File: config.mk
export PLATFORM = sky130hd
export DESIGN_NAME = arbitro_botones_flat
export DESIGN_NICKNAME = d
export VERILOG_FILES = /design/src/rtl/pkg_tamagotchi.sv /design/src/rtl/arbitro_botones_if.sv /design/src/rtl/antirrebote.sv /design/src/rtl/arbitro_botones.sv /design/src/flat_wrapper.sv
export SDC_FILE = /design/constraint.sdc
export NUM_CORES = 1
export LEC_CHECK = 0
export BUFFER_PORTS_ARGS = -buffer_cell sky130_fd_sc_hd__buf_2
export CORE_UTILIZATION = 35
export DETAILED_ROUTE_END_ITERATION = 16
export PLACE_DENSITY_LB_ADDON = 0.25
export SLEW_MARGIN = 20
export SYNTH_ARGS = -nofsm -noshare
export SYNTH_HDL_FRONTEND = slang
export SYNTH_SLANG_ARGS = --single-unit
File: constraint.sdc
create_clock -name clk -period 3.45 [get_ports clk]
set_input_delay 0.69 -clock clk [delete_from_list [all_inputs] [get_ports clk]]
set_output_delay 0.69 -clock clk [all_outputs]
set_load 0.02 [all_outputs]
File: src/rtl/pkg_tamagotchi.sv
// Shared types and default timing for the pet controller front-end.
// The action codes double as the accion_id output encoding.
package pkg_tamagotchi;

    localparam int CLK_HZ       = 50_000_000;
    localparam int DEBOUNCE_CYC = 1_000_000;    // 20 ms at CLK_HZ
    localparam int LONG_CYC     = 250_000_000;  // 5 s at CLK_HZ
    localparam int COOLDOWN_CYC = 25_000_000;   // 0.5 s at CLK_HZ
    localparam int CNT_W        = 28;

    typedef enum logic [2:0] {
        ACC_NINGUNA    = 3'd0,
        ACC_COMER      = 3'd1,
        ACC_JUGAR      = 3'd2,
        ACC_DORMIR     = 3'd3,
        ACC_TEST_CORTO = 3'd4,
        ACC_TEST_LARGO = 3'd5,
        ACC_REINICIO   = 3'd6
    } accion_e;

    typedef enum logic [2:0] {
        LIBRE,
        MANTENER_TEST,
        MANTENER_REINICIO,
        ESPERA_SOLTAR,
        ENFRIAR
    } estado_e;

    // Pulse vector bit (code - 1) is the pulse for that action.
    function automatic logic [5:0] pulso_de(accion_e a);
        logic [5:0] p;
        p = '0;
        if (a != ACC_NINGUNA) begin
            p = 6'b000001 << (3'(a) - 3'd1);
        end
        return p;
    endfunction

endpackage

File: src/rtl/arbitro_botones_if.sv
// Button/pulse bundle between the user-input front-end and its neighbours.
interface arbitro_botones_if;

    logic       btn_comer;
    logic       btn_jugar;
    logic       btn_dormir;
    logic       btn_test;
    logic       btn_reinicio;
    logic       bloqueo;
    logic       pulso_comer;
    logic       pulso_jugar;
    logic       pulso_dormir;
    logic       pulso_test_corto;
    logic       pulso_test_largo;
    logic       pulso_reinicio;
    logic       ocupado;
    logic [2:0] accion_id;

    modport master (
        output btn_comer, btn_jugar, btn_dormir, btn_test, btn_reinicio, bloqueo,
        input  pulso_comer, pulso_jugar, pulso_dormir, pulso_test_corto,
               pulso_test_largo, pulso_reinicio, ocupado, accion_id
    );

    modport slave (
        input  btn_comer, btn_jugar, btn_dormir, btn_test, btn_reinicio, bloqueo,
        output pulso_comer, pulso_jugar, pulso_dormir, pulso_test_corto,
               pulso_test_largo, pulso_reinicio, ocupado, accion_id
    );

endinterface

File: src/rtl/antirrebote.sv
// One button: 2-FF synchroniser, stability counter, debounced level and a
// registered rise strobe.
module antirrebote #(
    parameter int DEBOUNCE_CYC = 4,
    parameter int CNT_W        = 28
) (
    input  logic clk_i,
    input  logic rst_ni,
    input  logic btn_i,
    output logic level_o,
    output logic rise_o
);

    logic             sync1_q, sync2_q;
    logic             level_q, level_d;
    logic             rise_q, rise_d;
    logic             armed_q, armed_d;
    logic [1:0]       vld_q;
    logic [CNT_W-1:0] cnt_q, cnt_d;

    // A button found held when the synchroniser first fills must be seen
    // released before it can produce a rise, so a press across reset is ignored.
    always_comb begin
        cnt_d   = cnt_q;
        level_d = level_q;
        rise_d  = 1'b0;
        armed_d = armed_q | (vld_q[1] & ~sync2_q & ~level_q);
        if (sync2_q == level_q) begin
            cnt_d = '0;
        end else if (cnt_q >= CNT_W'(DEBOUNCE_CYC - 1)) begin
            level_d = sync2_q;
            cnt_d   = '0;
            rise_d  = sync2_q & armed_q;
        end else begin
            cnt_d = cnt_q + 1'b1;
        end
    end

    always_ff @(posedge clk_i or negedge rst_ni) begin
        if (!rst_ni) begin
            sync1_q <= 1'b0;
            sync2_q <= 1'b0;
            vld_q   <= '0;
            level_q <= 1'b0;
            rise_q  <= 1'b0;
            armed_q <= 1'b0;
            cnt_q   <= '0;
        end else begin
            sync1_q <= btn_i;
            sync2_q <= sync1_q;
            vld_q   <= {vld_q[0], 1'b1};
            level_q <= level_d;
            rise_q  <= rise_d;
            armed_q <= armed_d;
            cnt_q   <= cnt_d;
        end
    end

    assign level_o = level_q;
    assign rise_o  = rise_q;

endmodule

File: src/rtl/arbitro_botones.sv
// User-input scheduler: conditions five buttons, arbitrates presses and
// emits at most one clean single-cycle action pulse per cooldown window.
module arbitro_botones #(
    parameter int DEBOUNCE_CYC = pkg_tamagotchi::DEBOUNCE_CYC,
    parameter int LONG_CYC     = pkg_tamagotchi::LONG_CYC,
    parameter int COOLDOWN_CYC = pkg_tamagotchi::COOLDOWN_CYC,
    parameter int CNT_W        = pkg_tamagotchi::CNT_W
) (
    input  logic              clk,
    input  logic              reset,
    arbitro_botones_if.slave  bus
);

    import pkg_tamagotchi::*;

    // Bit order: 0 comer, 1 jugar, 2 dormir, 3 test, 4 reinicio.
    logic [4:0] btn, lvl, rise;

    assign btn = {bus.btn_reinicio, bus.btn_test, bus.btn_dormir,
                  bus.btn_jugar, bus.btn_comer};

    for (genvar g = 0; g < 5; g++) begin : g_ar
        antirrebote #(
            .DEBOUNCE_CYC (DEBOUNCE_CYC),
            .CNT_W        (CNT_W)
        ) u_ar (
            .clk_i   (clk),
            .rst_ni  (reset),
            .btn_i   (btn[g]),
            .level_o (lvl[g]),
            .rise_o  (rise[g])
        );
    end

    estado_e          st_q, st_d;
    accion_e          acc_q, acc_d, gana;
    logic [CNT_W-1:0] cnt_q, cnt_d;
    logic [5:0]       pul_q, pul_d;

    always_comb begin
        st_d  = st_q;
        cnt_d = cnt_q;
        acc_d = acc_q;
        pul_d = '0;
        gana  = ACC_NINGUNA;
        case (st_q)
            LIBRE: begin
                if (!bus.bloqueo) begin
                    if (rise[0])      gana = ACC_COMER;
                    else if (rise[1]) gana = ACC_JUGAR;
                    else if (rise[2]) gana = ACC_DORMIR;
                end
                if (rise[4]) begin
                    cnt_d = '0;
                    st_d  = MANTENER_REINICIO;
                end else if (rise[3]) begin
                    cnt_d = '0;
                    st_d  = MANTENER_TEST;
                end else if (gana != ACC_NINGUNA) begin
                    acc_d = gana;
                    pul_d = pulso_de(gana);
                    st_d  = ESPERA_SOLTAR;
                end
            end
            MANTENER_TEST: begin
                if (lvl[3]) begin
                    if (cnt_q >= CNT_W'(LONG_CYC - 1)) begin
                        acc_d = ACC_TEST_LARGO;
                        pul_d = pulso_de(ACC_TEST_LARGO);
                        st_d  = ESPERA_SOLTAR;
                    end else begin
                        cnt_d = cnt_q + 1'b1;
                    end
                end else begin
                    acc_d = ACC_TEST_CORTO;
                    pul_d = pulso_de(ACC_TEST_CORTO);
                    cnt_d = '0;
                    st_d  = ENFRIAR;
                end
            end
            MANTENER_REINICIO: begin
                if (lvl[4]) begin
                    if (cnt_q >= CNT_W'(LONG_CYC - 1)) begin
                        acc_d = ACC_REINICIO;
                        pul_d = pulso_de(ACC_REINICIO);
                        st_d  = ESPERA_SOLTAR;
                    end else begin
                        cnt_d = cnt_q + 1'b1;
                    end
                end else begin
                    st_d = LIBRE;
                end
            end
            ESPERA_SOLTAR: begin
                if (lvl == '0) begin
                    cnt_d = '0;
                    st_d  = ENFRIAR;
                end
            end
            ENFRIAR: begin
                if (cnt_q >= CNT_W'(COOLDOWN_CYC - 1)) begin
                    st_d = LIBRE;
                end else begin
                    cnt_d = cnt_q + 1'b1;
                end
            end
            default: st_d = LIBRE;
        endcase
    end

    always_ff @(posedge clk or negedge reset) begin
        if (!reset) begin
            st_q  <= LIBRE;
            acc_q <= ACC_NINGUNA;
            cnt_q <= '0;
            pul_q <= '0;
        end else begin
            st_q  <= st_d;
            acc_q <= acc_d;
            cnt_q <= cnt_d;
            pul_q <= pul_d;
        end
    end

    assign bus.pulso_comer      = pul_q[0];
    assign bus.pulso_jugar      = pul_q[1];
    assign bus.pulso_dormir     = pul_q[2];
    assign bus.pulso_test_corto = pul_q[3];
    assign bus.pulso_test_largo = pul_q[4];
    assign bus.pulso_reinicio   = pul_q[5];
    assign bus.ocupado          = (st_q != LIBRE);
    assign bus.accion_id        = acc_q;

endmodule

File: src/flat_wrapper.sv
// flat-port wrapper written by rule: the top's interface ports become plain ports
module arbitro_botones_flat import pkg_tamagotchi::*;
#(
    parameter int DEBOUNCE_CYC = pkg_tamagotchi::DEBOUNCE_CYC,
    parameter int LONG_CYC     = pkg_tamagotchi::LONG_CYC,
    parameter int COOLDOWN_CYC = pkg_tamagotchi::COOLDOWN_CYC,
    parameter int CNT_W        = pkg_tamagotchi::CNT_W
)
  (clk, reset, bus_btn_comer, bus_btn_jugar, bus_btn_dormir, bus_btn_test, bus_btn_reinicio, bus_bloqueo, bus_pulso_comer, bus_pulso_jugar, bus_pulso_dormir, bus_pulso_test_corto, bus_pulso_test_largo, bus_pulso_reinicio, bus_ocupado, bus_accion_id);
  arbitro_botones_if bus_i ();
  input  logic clk;
  input  logic reset;
  input wire logic [$bits(bus_i.btn_comer)-1:0] bus_btn_comer;
  input wire logic [$bits(bus_i.btn_jugar)-1:0] bus_btn_jugar;
  input wire logic [$bits(bus_i.btn_dormir)-1:0] bus_btn_dormir;
  input wire logic [$bits(bus_i.btn_test)-1:0] bus_btn_test;
  input wire logic [$bits(bus_i.btn_reinicio)-1:0] bus_btn_reinicio;
  input wire logic [$bits(bus_i.bloqueo)-1:0] bus_bloqueo;
  output wire logic [$bits(bus_i.pulso_comer)-1:0] bus_pulso_comer;
  output wire logic [$bits(bus_i.pulso_jugar)-1:0] bus_pulso_jugar;
  output wire logic [$bits(bus_i.pulso_dormir)-1:0] bus_pulso_dormir;
  output wire logic [$bits(bus_i.pulso_test_corto)-1:0] bus_pulso_test_corto;
  output wire logic [$bits(bus_i.pulso_test_largo)-1:0] bus_pulso_test_largo;
  output wire logic [$bits(bus_i.pulso_reinicio)-1:0] bus_pulso_reinicio;
  output wire logic [$bits(bus_i.ocupado)-1:0] bus_ocupado;
  output wire logic [$bits(bus_i.accion_id)-1:0] bus_accion_id;
  assign bus_i.btn_comer = bus_btn_comer;
  assign bus_i.btn_jugar = bus_btn_jugar;
  assign bus_i.btn_dormir = bus_btn_dormir;
  assign bus_i.btn_test = bus_btn_test;
  assign bus_i.btn_reinicio = bus_btn_reinicio;
  assign bus_i.bloqueo = bus_bloqueo;
  assign bus_pulso_comer = bus_i.pulso_comer;
  assign bus_pulso_jugar = bus_i.pulso_jugar;
  assign bus_pulso_dormir = bus_i.pulso_dormir;
  assign bus_pulso_test_corto = bus_i.pulso_test_corto;
  assign bus_pulso_test_largo = bus_i.pulso_test_largo;
  assign bus_pulso_reinicio = bus_i.pulso_reinicio;
  assign bus_ocupado = bus_i.ocupado;
  assign bus_accion_id = bus_i.accion_id;
  arbitro_botones #(.DEBOUNCE_CYC(DEBOUNCE_CYC), .LONG_CYC(LONG_CYC), .COOLDOWN_CYC(COOLDOWN_CYC), .CNT_W(CNT_W)) u_core (.clk(clk), .reset(reset), .bus(bus_i));
endmodule
==> metrics.sh, run 1 <==
OUTCOME='completed'
WORSTPATHMAXFANOUT=11
CRIT_PATH_END_KIND='register'
LAYOUT_COMMONEST_CELL='dfrtp_1'
FILLCELLCOUNT=2545
POST-ROUTE-UTIL=0.412
GRT_PASS1_VIAS=6324
POWER.IR.VDD_WORST_uV=355
DR_TOTAL_VIAS=6553
CLOCK-ROOT-BUFFER='clkbuf_16'
SETUP_TNS_PS=0
HOLD_BUFFERS=0
VIASPERCELL=4.91
DPL.HPWL_UM=12100
GP_CONGESTION=0.814
MOSTFREQUENTLAYOUTCELLS='dfrtp_1, nor2_1, nand2_1'
HTREE_LEVELS=1
CRIT_PATH_START='u_core.cnt_q[0]$_DFFE_PN0P_'
FINAL.PERIOD_UTILIZATION=0.815
DIE_Y_UM=165
DIE_WIDTH_UM=165
ASYNCSETRESETFLOPFRACSYNTH=1.00
KIND_OF_CRITICAL_PATH='register to register'
CRITICAL_PATH_ARRIVAL_PS=3200
CLK_LATENCY_PS=520
DR.PASS1.ITERS=4
SKEW_PS=14.5
SYNTH_CELL_TYPE_COUNT=54
WIRELENGTH_UM=18300
CORE_AREA_SQ_MM=0.0261
SYNTH_TOP_FLOP_CELL='dfrtp_1'
WL_MET2_UM=8060
SLEW_VIOLATIONS=0
DRC=0
TIMING.MAX_CAP.VIOLATIONS=0
DIODES=0
MAX_SLEW_MARGIN=0.489
MET1WIRELENGTH_UM=8910
SYNTHESIS.AREA_SQ_MM=0.00928
HOLD_VIOLATIONS=0
YOSYSWARNINGS=0
POST_LAYOUT_NONFILLER_INSTANCES=1335
CTS_TREE='done'
GRT_PASS1_WL_UM=31200
POWER.DENSITY_mW_PER_MM2=488
PORTBUFFERS=17
INITIAL_CORE_UTIL=0.356
POSTROUTEANTENNANETS=0
GRTUSAGETOTAL=0.141
WORSTMARGINPINSLEW_PS=764
STD_CELL_ROWS=59
SYNTH_SEQ_CELLS=207
RSZ_0062_RAISED_AFTER_GLOBAL_ROUTING='false'
SYNTHESIS.AREA_PER_INSTANCE_SQ_UM=10.1
HIGHEST_LAYER='met5'
LAYOUT-DRIVE-GT1-SHARE=0.0800
NETS=997
MAX_CLOCK_FREQ_MHz=355
POST_CTS_RESIZE_COUNT=0
CLKTRANSATPATHREGS_PS=60
LAYOUT_MIN_CYCLE_TIME_PS=2810
R2R_PATH_START='u_core.cnt_q[0]$_DFFE_PN0P_'
ROUTED-WL-MET3_UM=938
TOP_LEVEL_PORTS=18
SYNTH_EDF_COUNT=0
ANTENNA_FOUND_INITIAL=1
DP.CELLS=1292
R2R_END='u_core.cnt_q[10]$_DFFE_PN0P_'
SYNTH_SEQ_AREA_SHARE=0.558
GRT.OVERFLOW.TOTAL=0
CTS-BUFFERS-INSERTED=24
WL_PER_CELL_UM=13.7
GRT_MAX_DEGREE=84
R2R.WORST_PATH.CELLS=8
DRT_FIRST_ITER_VIOLATIONS=348
CRITPATHLAUNCHTYPE='register'
CTS_MAX_PATH_BUFFERS=3
CLKSINKCOUNT=207
REPORT.FINAL.SETUP_VIOL=0
LAYOUT-AREA-OVERHEAD-VS-SYNTH_PCT=15.7
POWER.STATIC_LEAKAGE_uW=0.00448
FP.DIEAREA_SQ_MM=0.0272
R2R_SLACK_PS=640
CTS.REPAIR_TIMING.SETUP_BUFFER_COUNT=0
CP_DATA_REQUIRED_TIME_PS=3840
CP-ENDPOINT='u_core.cnt_q[10]$_DFFE_PN0P_'
MIN_PATH_TYPE='input pin to asynchronous set/reset pin'
NUMBER_OF_CELLS_PRODUCED_BY_SYNTHESIS=922
[per-layer routing]
metal / global-route usage / vias up
li1: - / 3307
met1: 0.204 / 3123
met2: 0.213 / 88
met3: 0.0311 / 33
met4: 0.0359 / 2
met5: 0 / -
[worst max-delay path: stages (launching register included)]
cell      delay (ps)
dfrtp_1          420
ha_1             250
and4_1           280
a311oi_1         330
nor4_2           110
nor2_1           600
nor2_1           290
o31ai_1          310
a21oi_1          100
[where the power goes]
| part | internal, uW | total [uW] | switching (uW) |
|---|---|---|---|
| registers | 2470 | 2490 | 21.8 |
| clock network | 1670 | 2670 | 991 |
| logic | 22.4 | 90.1 | 67.7 |
| total | 4160 | 5240 | 1080 |
[logic make-up after synthesis]
| group | share of synthesized area |
|---|---|
| compound gates | 0.0905 |
| xor+xnor | 0.0897 |
| fa+ha+maj | 0.00809 |
| buf+inv | 0.0194 |
| flops | 0.558 |
| mux | 0.00836 |
| other cells | 0.000809 |
| simple gates | 0.225 |
[registers in the layout (all words and copies together) (netlist names)]
register                  flops
u_core.cnt_q                 28
u_core.g_ar.u_ar.cnt_q      140
u_core.pul_q                  6
u_core.g_ar.u_ar.sync1_q      5
u_core.g_ar.u_ar.sync2_q      5
u_core.g_ar.u_ar.rise_o       5
u_core.st_q                   3
u_core.bus.accion_id          3
u_core.g_ar.u_ar.vld_q        2
u_core.g_ar.u_ar.armed_q      5
u_core.g_ar.u_ar.level_o      5
[per-stage QoR]
stage                     total power (uW)  area, sq um  setup WS [ps]  hold WS (ps)
after global placement                2620         9890            758           332
after floorplan                       2550         9430            966           331
after global routing                  5450        10700            444           260
after CTS                             5340        10700            656           248
final                                 5240        10700            637           235
after detailed placement              2630         9890            681           336
[cell type report]
cell class | count | area [sq um] | area share
clock buffer | 34 | 719 | 0.0670
clock inverter | 9 | 130 | 0.0121
tap | 335 | 419 | 0.0390
sequential | 207 | 5180 | 0.482
timing repair buffer | 24 | 171 | 0.0160
multi-input combinational | 712 | 4070 | 0.379
inverter | 14 | 52.6 | 0.00489
[how the worst min path moves through the flow]
stage	start	end	slack [ps]	cells after the start
2_1_floorplan	u_core.g_ar[0].u_ar.sync1_q$_DFF_PN0_	u_core.g_ar[0].u_ar.sync2_q$_DFF_PN0_	330	0
3_3_place_gp	u_core.g_ar[0].u_ar.vld_q[0]$_DFF_PN0_	u_core.g_ar[0].u_ar.vld_q[1]$_DFF_PN0_	330	0
5_1_grt	bus_btn_jugar	u_core.g_ar[1].u_ar.sync1_q$_DFF_PN0_	260	1
6_report	reset	u_core.cnt_q[12]$_DFFE_PN0P_	240	1
3_5_place_dp	u_core.g_ar[4].u_ar.sync1_q$_DFF_PN0_	u_core.g_ar[4].u_ar.sync2_q$_DFF_PN0_	340	0
4_1_cts	reset	u_core.cnt_q[12]$_DFFE_PN0P_	250	1
[cells in the mapped netlist, drive strengths merged (2+ instances only)]
master | n | area [sq um]
conb | 2 | 7.51
nor3 | 39 | 200
and3 | 17 | 106
a211o | 2 | 17.5
a41oi | 4 | 35.0
o21ai | 34 | 170
or4 | 5 | 37.5
or3 | 6 | 37.5
nor4b | 5 | 43.8
nand3b | 2 | 15.0
ha | 6 | 75.1
a31oi | 12 | 75.1
a21oi | 36 | 180
nand3 | 49 | 245
nand2b | 12 | 75.1
nor4 | 16 | 119
buf | 6 | 45.0
a21o | 10 | 75.1
xor2 | 59 | 517
o21a | 2 | 15.0
a211oi | 2 | 15.0
o311a | 5 | 50.1
nand4 | 28 | 175
o22a | 4 | 35.0
nor2 | 155 | 582
mux2 | 6 | 67.6
xnor2 | 36 | 315
o31ai | 11 | 82.6
and4 | 9 | 78.8
inv | 14 | 52.6
nand2 | 75 | 282
clkbuf | 22 | 82.6
and2 | 10 | 67.6
dfrtp | 207 | 5180
Power figures use the tool's default switching activity.
==> run 2: changes to the inputs <==
==> constraint.sdc (replaced) <==
create_clock -name clk -period 2.5 [get_ports clk]
set_input_delay 0.5 -clock clk [delete_from_list [all_inputs] [get_ports clk]]
set_output_delay 0.5 -clock clk [all_outputs]
set_load 0.02 [all_outputs]
==> run 2 against run 1 <==
Net effect: register-to-register slack got worse by 530 ps; utilization up 1.4 points; sequential cell count stayed put; combinational power grew 60%; count of clock-buffer cells in the layout is 7 lower; die area stayed put; total power rose by 38%; global-route usage rose by 0.64 points; design area up 3.3%; critical path depth is 1 lower; critical path type unchanged.
==> metrics.sh, run 2 (synthesis gave the netlist of run 1 again) <==
TIMING.CRITICAL_PATH.MAX_DELAY_FAMILY='compound AO/OA/AOI/OAI gates'  # was simple AND/OR/NAND/NOR gates
HOLD_SLACK_PS=31.0  # was 235 ps
CP_NUM_CELLS=7  # was 8
CTS-BUFFERS-INSERTED=23  # was 24
FF_LATCH_AREA_SQ_MM=0.00518  # unchanged
R2R_PATH_START='u_core.cnt_q[10]$_DFFE_PN0P_'  # was u_core.cnt_q[0]$_DFFE_PN0P_
CTS_MAX_PATH_BUFFERS=3  # unchanged
POST-ROUTE-CELL-AREA_SQ_MM=0.0111  # was 0.0107 sq mm
DR.PASS1.ITERS=4  # unchanged
GP_CONGESTION=0.821  # was 0.814
LARGEST_REGISTER_FF_COUNT=140  # unchanged
WL_PER_CELL_UM=13.8  # was 13.7 um
MET1WIRELENGTH_UM=9320  # was 8910 um
CTS_TREE='done'  # unchanged
PLACE_AREA_SQ_MM=0.0102  # was 0.00989 sq mm
CLKSINKCOUNT=207  # unchanged
GRT_PASS1_VIAS=6696  # was 6324
WORST-PATH-BUF-INV=0  # unchanged
SETUP_TNS_PS=0  # unchanged
CP_DATA_REQUIRED_TIME_PS=2950  # was 3840 ps
SETUP_SLACK_PS=106  # was 637 ps
OUTCOME='completed'  # unchanged
LAYOUT-AREA-OVERHEAD-VS-SYNTH_PCT=19.6  # was 15.7%
LEADING_REGISTERS_BY_FLOP_COUNT='u_core.g_ar.u_ar.cnt_q x140, u_core.cnt_q x28, u_core.pul_q x6'  # unchanged
GRTUSAGETOTAL=0.147  # was 0.141
REPORT.FINAL.SETUP_VIOL=0  # unchanged
MIN_PATH_TYPE='input pin to asynchronous set/reset pin'  # unchanged
HIGHEST_LAYER='met5'  # unchanged
R2R_END='u_core.cnt_q[24]$_DFFE_PN0P_'  # was u_core.cnt_q[10]$_DFFE_PN0P_
WIRELENGTH_UM=19000  # was 18300 um
SLEW_VIOLATIONS=0  # unchanged
TOP_LEVEL_PORTS=18  # unchanged
HOLD_VIOLATIONS=0  # unchanged
CLOCK-ROOT-BUFFER='clkbuf_16'  # unchanged
DIE_WIDTH_UM=165  # unchanged
DR_TOTAL_VIAS=6736  # was 6553
TIMING.MAX_CAP.VIOLATIONS=0  # unchanged
POSTROUTEANTENNANETS=0  # unchanged
CRIT_PATH_START='u_core.cnt_q[10]$_DFFE_PN0P_'  # was u_core.cnt_q[0]$_DFFE_PN0P_
HOLD_BUFFERS=0  # unchanged
HTREE_LEVELS=1  # unchanged
CLK_LATENCY_PS=510  # was 520 ps
CORE_AREA_SQ_MM=0.0261  # unchanged
WL_MET2_UM=8610  # was 8060 um
DPL.HPWL_UM=13100  # was 12100 um
DETAILEDPLACE.WORSTSLACK_PS=85.3  # was 681 ps
R2R_SLACK_PS=110  # was 640 ps
DIE_Y_UM=165  # unchanged
KIND_OF_CRITICAL_PATH='register to register'  # unchanged
FINAL.PERIOD_UTILIZATION=0.958  # was 0.815
CRITICAL_PATH_ARRIVAL_PS=2850  # was 3200 ps
CRIT_PATH_MAX_INCR_DELAY_PS=420  # was 600 ps
R2R.WORST_PATH.CELLS=7  # was 8
STD_CELL_ROWS=59  # unchanged
CRIT_CHAIN='or3_1, a2111o_1, a211o_1, nand2_1, and2_4, a21oi_1, o21ba_2'  # was ha_1, and4_1, a311oi_1, nor4_2, nor2_1, nor2_1, o31ai_1, a21oi_1
CP_SLOWEST_CELL='dfrtp_1'  # was nor2_1
CLKTRANSATPATHREGS_PS=60  # about the same
DIODES=0  # unchanged
PORTBUFFERS=17  # unchanged
RSZ_0062_RAISED_AFTER_GLOBAL_ROUTING='false'  # unchanged
POWER.IR.VDD_WORST_uV=643  # was 355 uV
ANTENNA_FOUND_INITIAL=1  # unchanged
DRC=0  # unchanged
FILLCELLCOUNT=2536  # was 2545
MULTI_INPUT_AREA_SQ_MM=0.00409  # was 0.00407 sq mm
TOP_REGISTER='u_core.g_ar.u_ar.cnt_q'  # unchanged
MAX_SLEW_MARGIN=0.564  # was 0.489
POWER.DENSITY_mW_PER_MM2=653  # was 488 mW/mm^2
CRIT_PATH_END_KIND='register'  # unchanged
INITIAL_CORE_UTIL=0.356  # unchanged
CRITPATHLAUNCHTYPE='register'  # unchanged
WORSTPATHMAXFANOUT=21  # was 11
FP.DIEAREA_SQ_MM=0.0272  # unchanged
CP-ENDPOINT='u_core.cnt_q[24]$_DFFE_PN0P_'  # was u_core.cnt_q[10]$_DFFE_PN0P_
SKEW_PS=9.70  # was 14.5 ps
GRT_PASS1_WL_UM=32400  # was 31200 um
WORSTMARGINPINSLEW_PS=654  # was 764 ps
DRT_FIRST_ITER_VIOLATIONS=438  # was 348
VIASPERCELL=4.90  # was 4.91
LAYOUT_COMMONEST_CELL='dfrtp_1'  # unchanged
POWER.STATIC_LEAKAGE_uW=0.00472  # was 0.00448 uW
MOSTFREQUENTLAYOUTCELLS='dfrtp_1, nor2_1, nand2_1'  # unchanged
ROUTED-WL-MET3_UM=593  # was 938 um
MAX_CLOCK_FREQ_MHz=418  # was 355 MHz
LAYOUT-DRIVE-GT1-SHARE=0.117  # was 0.0800
GRT_MAX_DEGREE=73  # was 84
GRT.OVERFLOW.TOTAL=0  # unchanged
NETS=1038  # was 997
LAYOUT_MIN_CYCLE_TIME_PS=2390  # was 2810 ps
-- run 2: cell count changes in the layout (fill, tap and decap cells not counted), sizes merged --
cell	before	now
buf	23	64
clkinvlp	1	0
clkbuf	35	28
clkinv	4	8
and2	10	11
bufinv	3	6
-- run 2: through the flow --
| step | cells | power (uW) | utilization |
|---|---|---|---|
| 6_report | 1376 | 7240 | 0.426 |
| 3_5_place_dp | 1330 | 3640 | 0.392 |
| 4_1_cts | 1372 | 7380 | 0.424 |
| 3_3_place_gp | 1330 | 3640 | 0.392 |
| 5_1_grt | 1376 | 7510 | 0.426 |
| 2_1_floorplan | 961 | 3520 | - |
-- run 2: where the power goes --
part           internal [uW]  total, uW  switching, uW
registers               3400       3430           27.1
logic                   43.6        144            101
clock network           2340       3670           1330
-- run 2: what timing repair did --
item	CTS	global route
setup endpoints to repair	0	14
setup buffers	0	3
endpoints found under the hold margin	0	0
resized for setup	0	3
-- run 2: layout make-up --
cell class	count	area share
clock inverter	15	0.0206
tap	335	0.0378
timing repair buffer	65	0.0477
multi-input combinational	713	0.368
sequential	207	0.467
inverter	14	0.00474
clock buffer	27	0.0541
-- run 2: worst min path at each step --
stage / end / slack [ps]
2_1_floorplan: u_core.bus.accion_id[0]$_DFFE_PN0P_ / 200
3_3_place_gp: u_core.g_ar[0].u_ar.vld_q[1]$_DFF_PN0_ / 330
3_5_place_dp: u_core.g_ar[3].u_ar.sync2_q$_DFF_PN0_ / 340
4_1_cts: u_core.cnt_q[24]$_DFFE_PN0P_ / 40
5_1_grt: u_core.cnt_q[24]$_DFFE_PN0P_ / 70
6_report: u_core.cnt_q[24]$_DFFE_PN0P_ / 30
-- run 2: worst reg2reg max path, cell delays in order, from the launching register on --
cell and delay (ps):
dfrtp_1 420, or3_1 400, a2111o_1 420, a211o_1 350
nand2_1 110, and2_4 300, a21oi_1 100, o21ba_2 230
-- run 2: per-layer routing --
layer / track usage / vias to the layer above
met2: 0.237 / 76
met1: 0.205 / 3239
met5: 0 / -
met3: 0.0241 / 33
met4: 0.0392 / 2
li1: - / 3386
==> run 3: changes to the inputs <==
==> constraint.sdc (replaced) <==
create_clock -name clk -period 2.5 [get_ports clk]
set_input_delay 0.125 -clock clk [delete_from_list [all_inputs] [get_ports clk]]
set_output_delay 0.125 -clock clk [all_outputs]
set_load 0.02 [all_outputs]
==> run 3 against run 2 <==
Net effect: first-iteration DRC count is 23% lower; sequential share of layout area is 0.43 points higher; die area stayed put; cell count down 0.15%; via count about the same; worst hold slack improved by 170 ps.
==> metrics.sh, run 3 (synthesis gave the netlist of run 1 again) <==
OUTCOME='completed'  # unchanged
PORTBUFFERS=17  # unchanged
POST-ROUTE-UTIL=0.422  # was 0.426
POSTROUTEANTENNANETS=0  # unchanged
INITIAL_CORE_UTIL=0.356  # unchanged
REPORT.FINAL.SETUP_VIOL=0  # unchanged
NETS=1036  # was 1038
FINAL.PERIOD_UTILIZATION=0.965  # was 0.958
DR.PASS1.ITERS=4  # unchanged
GRTUSAGETOTAL=0.143  # was 0.147
CP_DATA_REQUIRED_TIME_PS=2890  # was 2950 ps
PLACE_AREA_SQ_MM=0.0101  # was 0.0102 sq mm
DRC=0  # unchanged
ANTENNA_FOUND_INITIAL=1  # unchanged
HTREE_LEVELS=1  # unchanged
CLKSINKCOUNT=207  # unchanged
KIND_OF_CRITICAL_PATH='register to register'  # unchanged
MIN_PATH_TYPE='input pin to asynchronous set/reset pin'  # unchanged
GRT_PASS1_WL_UM=31600  # was 32400 um
MAX_CLOCK_FREQ_MHz=414  # was 418 MHz
R2R_PATH_START='u_core.cnt_q[15]$_DFFE_PN0P_'  # was u_core.cnt_q[10]$_DFFE_PN0P_
CP_SLOWEST_CELL='or4b_2'  # was dfrtp_1
GP_CONGESTION=0.846  # was 0.821
LAYOUT_COMMONEST_CELL='dfrtp_1'  # unchanged
DIE_Y_UM=165  # unchanged
CTS_MAX_PATH_BUFFERS=3  # unchanged
POWER.STATIC_LEAKAGE_uW=0.00464  # was 0.00472 uW
TIMING.MAX_CAP.VIOLATIONS=0  # unchanged
TOP_REGISTER='u_core.g_ar.u_ar.cnt_q'  # unchanged
CORE_AREA_SQ_MM=0.0261  # unchanged
GRT_MAX_DEGREE=67  # was 73
GRT_PASS1_VIAS=6389  # was 6696
TOTAL_POWER_uW=6970  # was 7240 uW
CTS_TREE='done'  # unchanged
CRITICAL_PATH_MOST_COMMON_CELL='o21ai_0'
HIGHEST_LAYER='met4'  # was met5
WIRELENGTH_UM=18700  # was 19000 um
R2R.WORST_PATH.CELLS=8  # was 7
POWER.DENSITY_mW_PER_MM2=634  # was 653 mW/mm^2
MET1WIRELENGTH_UM=9170  # was 9320 um
SLEW_VIOLATIONS=0  # unchanged
VIASPERCELL=4.90  # about the same
HOLD_SLACK_PS=202  # was 31.0 ps
CLOCK-ROOT-BUFFER='clkbuf_16'  # unchanged
CRIT_CHAIN='or4b_2, nor4_2, a211o_1, and2_4, buf_4, a21oi_1, o21ai_0, o21ai_0'  # was or3_1, a2111o_1, a211o_1, nand2_1, and2_4, a21oi_1, o21ba_2
TOP_LEVEL_PORTS=18  # unchanged
DPL.HPWL_UM=12600  # was 13100 um
LEADING_REGISTERS_BY_FLOP_COUNT='u_core.g_ar.u_ar.cnt_q x140, u_core.cnt_q x28, u_core.pul_q x6'  # unchanged
MOSTFREQUENTLAYOUTCELLS='dfrtp_1, nor2_1, nand2_1'  # unchanged
CTS-BUFFERS-INSERTED=24  # was 23
STD_CELL_ROWS=59  # unchanged
SKEW_PS=4.71  # was 9.70 ps
ROUTED-WL-MET3_UM=746  # was 593 um
LARGEST_REGISTER_FF_COUNT=140  # unchanged
WL_PER_CELL_UM=13.6  # was 13.8 um
CRIT_PATH_END_KIND='register'  # unchanged
CRITPATHLAUNCHTYPE='register'  # unchanged
WORSTMARGINPINSLEW_PS=660  # was 654 ps
FILLCELLCOUNT=2497  # was 2536
R2R_SLACK_PS=90  # was 110 ps
CLKTRANSATPATHREGS_PS=60  # about the same
GRT.OVERFLOW.TOTAL=0  # unchanged
CLK_LATENCY_PS=510  # about the same
LAYOUT_MIN_CYCLE_TIME_PS=2410  # was 2390 ps
DR_TOTAL_VIAS=6733  # was 6736
LAYOUT-DRIVE-GT1-SHARE=0.109  # was 0.117
POST-ROUTE-CELL-AREA_SQ_MM=0.0110  # was 0.0111 sq mm
R2R_END='u_core.cnt_q[13]$_DFFE_PN0P_'  # was u_core.cnt_q[24]$_DFFE_PN0P_
WORSTPATHMAXFANOUT=14  # was 21
WL_MET2_UM=8460  # was 8610 um
POWER.IR.VDD_WORST_uV=420  # was 643 uV
DRT_FIRST_ITER_VIOLATIONS=338  # was 438
LAYOUT-AREA-OVERHEAD-VS-SYNTH_PCT=18.5  # was 19.6%
HOLD_VIOLATIONS=0  # unchanged
DIE_WIDTH_UM=165  # unchanged
RSZ_0062_RAISED_AFTER_GLOBAL_ROUTING='true'  # was false
MAX_SLEW_MARGIN=0.554  # was 0.564
FP.DIEAREA_SQ_MM=0.0272  # unchanged
CRIT_PATH_MAX_INCR_DELAY_PS=690  # was 420 ps
CRITICAL_PATH_ARRIVAL_PS=2800  # was 2850 ps
==> run 3: what timing repair did <==
item,4_1_cts,5_1_grt
hold buffers,7,0
resized for setup,0,1
setup endpoints to repair,0,11
endpoints found under the hold margin,71,0
buffers inserted,0,0
==> run 3: cell type report <==
cell class | count | area [sq um] | share of cell area
Clock buffer | 32 | 702 | 0.0638
Sequential cell | 207 | 5180 | 0.471
Inverter | 14 | 52.6 | 0.00478
Tap cell | 335 | 419 | 0.0381
Multi-Input combinational cell | 712 | 4070 | 0.370
Clock inverter | 10 | 77.6 | 0.00706
Antenna cell | 1 | 2.50 | 0.000228
Timing Repair Buffer | 63 | 494 | 0.0449
==> run 3: power by group <==
group | internal, uW | switching [uW] | total, uW
logic | 42.6 | 99.4 | 142
registers | 3400 | 26.8 | 3430
clock network | 2060 | 1330 | 3390
==> run 3: per-stage QoR <==
step / worst slack, ps / instances / setup TNS [ps]
3_5_place_dp: 54.4 / 1324 / 0
5_1_grt: -54.3 / 1374 / -150
4_1_cts: 47.1 / 1373 / 0
2_1_floorplan: 15.8 / 961 / 0
3_3_place_gp: 154 / 1324 / 0
6_report: 87.0 / 1374 / 0
==> run 3: critical path: cells and delay by family, from the launching register on <==
kind | cells | cell delay, ps
compound gates | 4 | 510
buf+inv | 1 | 160
flops | 1 | 370
simple gates | 3 | 1230
==> run 3: how the worst max path moves through the flow <==
| stage | cells after the start | slack [ps] | end | start |
|---|---|---|---|---|
| final | 8 | 90 | u_core.cnt_q[13]$_DFFE_PN0P_ | u_core.cnt_q[15]$_DFFE_PN0P_ |
| after global routing | 9 | -50 | u_core.cnt_q[11]$_DFFE_PN0P_ | u_core.cnt_q[0]$_DFFE_PN0P_ |
| after CTS | 9 | 50 | u_core.cnt_q[11]$_DFFE_PN0P_ | u_core.cnt_q[1]$_DFFE_PN0P_ |
| after detailed placement | 9 | 50 | u_core.cnt_q[11]$_DFFE_PN0P_ | u_core.cnt_q[1]$_DFFE_PN0P_ |
| after global placement | 9 | 150 | u_core.cnt_q[11]$_DFFE_PN0P_ | u_core.cnt_q[1]$_DFFE_PN0P_ |
| after floorplan | 9 | 20 | u_core.cnt_q[21]$_DFFE_PN0P_ | u_core.cnt_q[0]$_DFFE_PN0P_ |
==> run 3: routing by layer <==
metal / global-route usage / vias up
met5: 0 / -
met1: 0.204 / 3259
met2: 0.223 / 71
met4: 0.0379 / 0
li1: - / 3380
met3: 0.0256 / 23
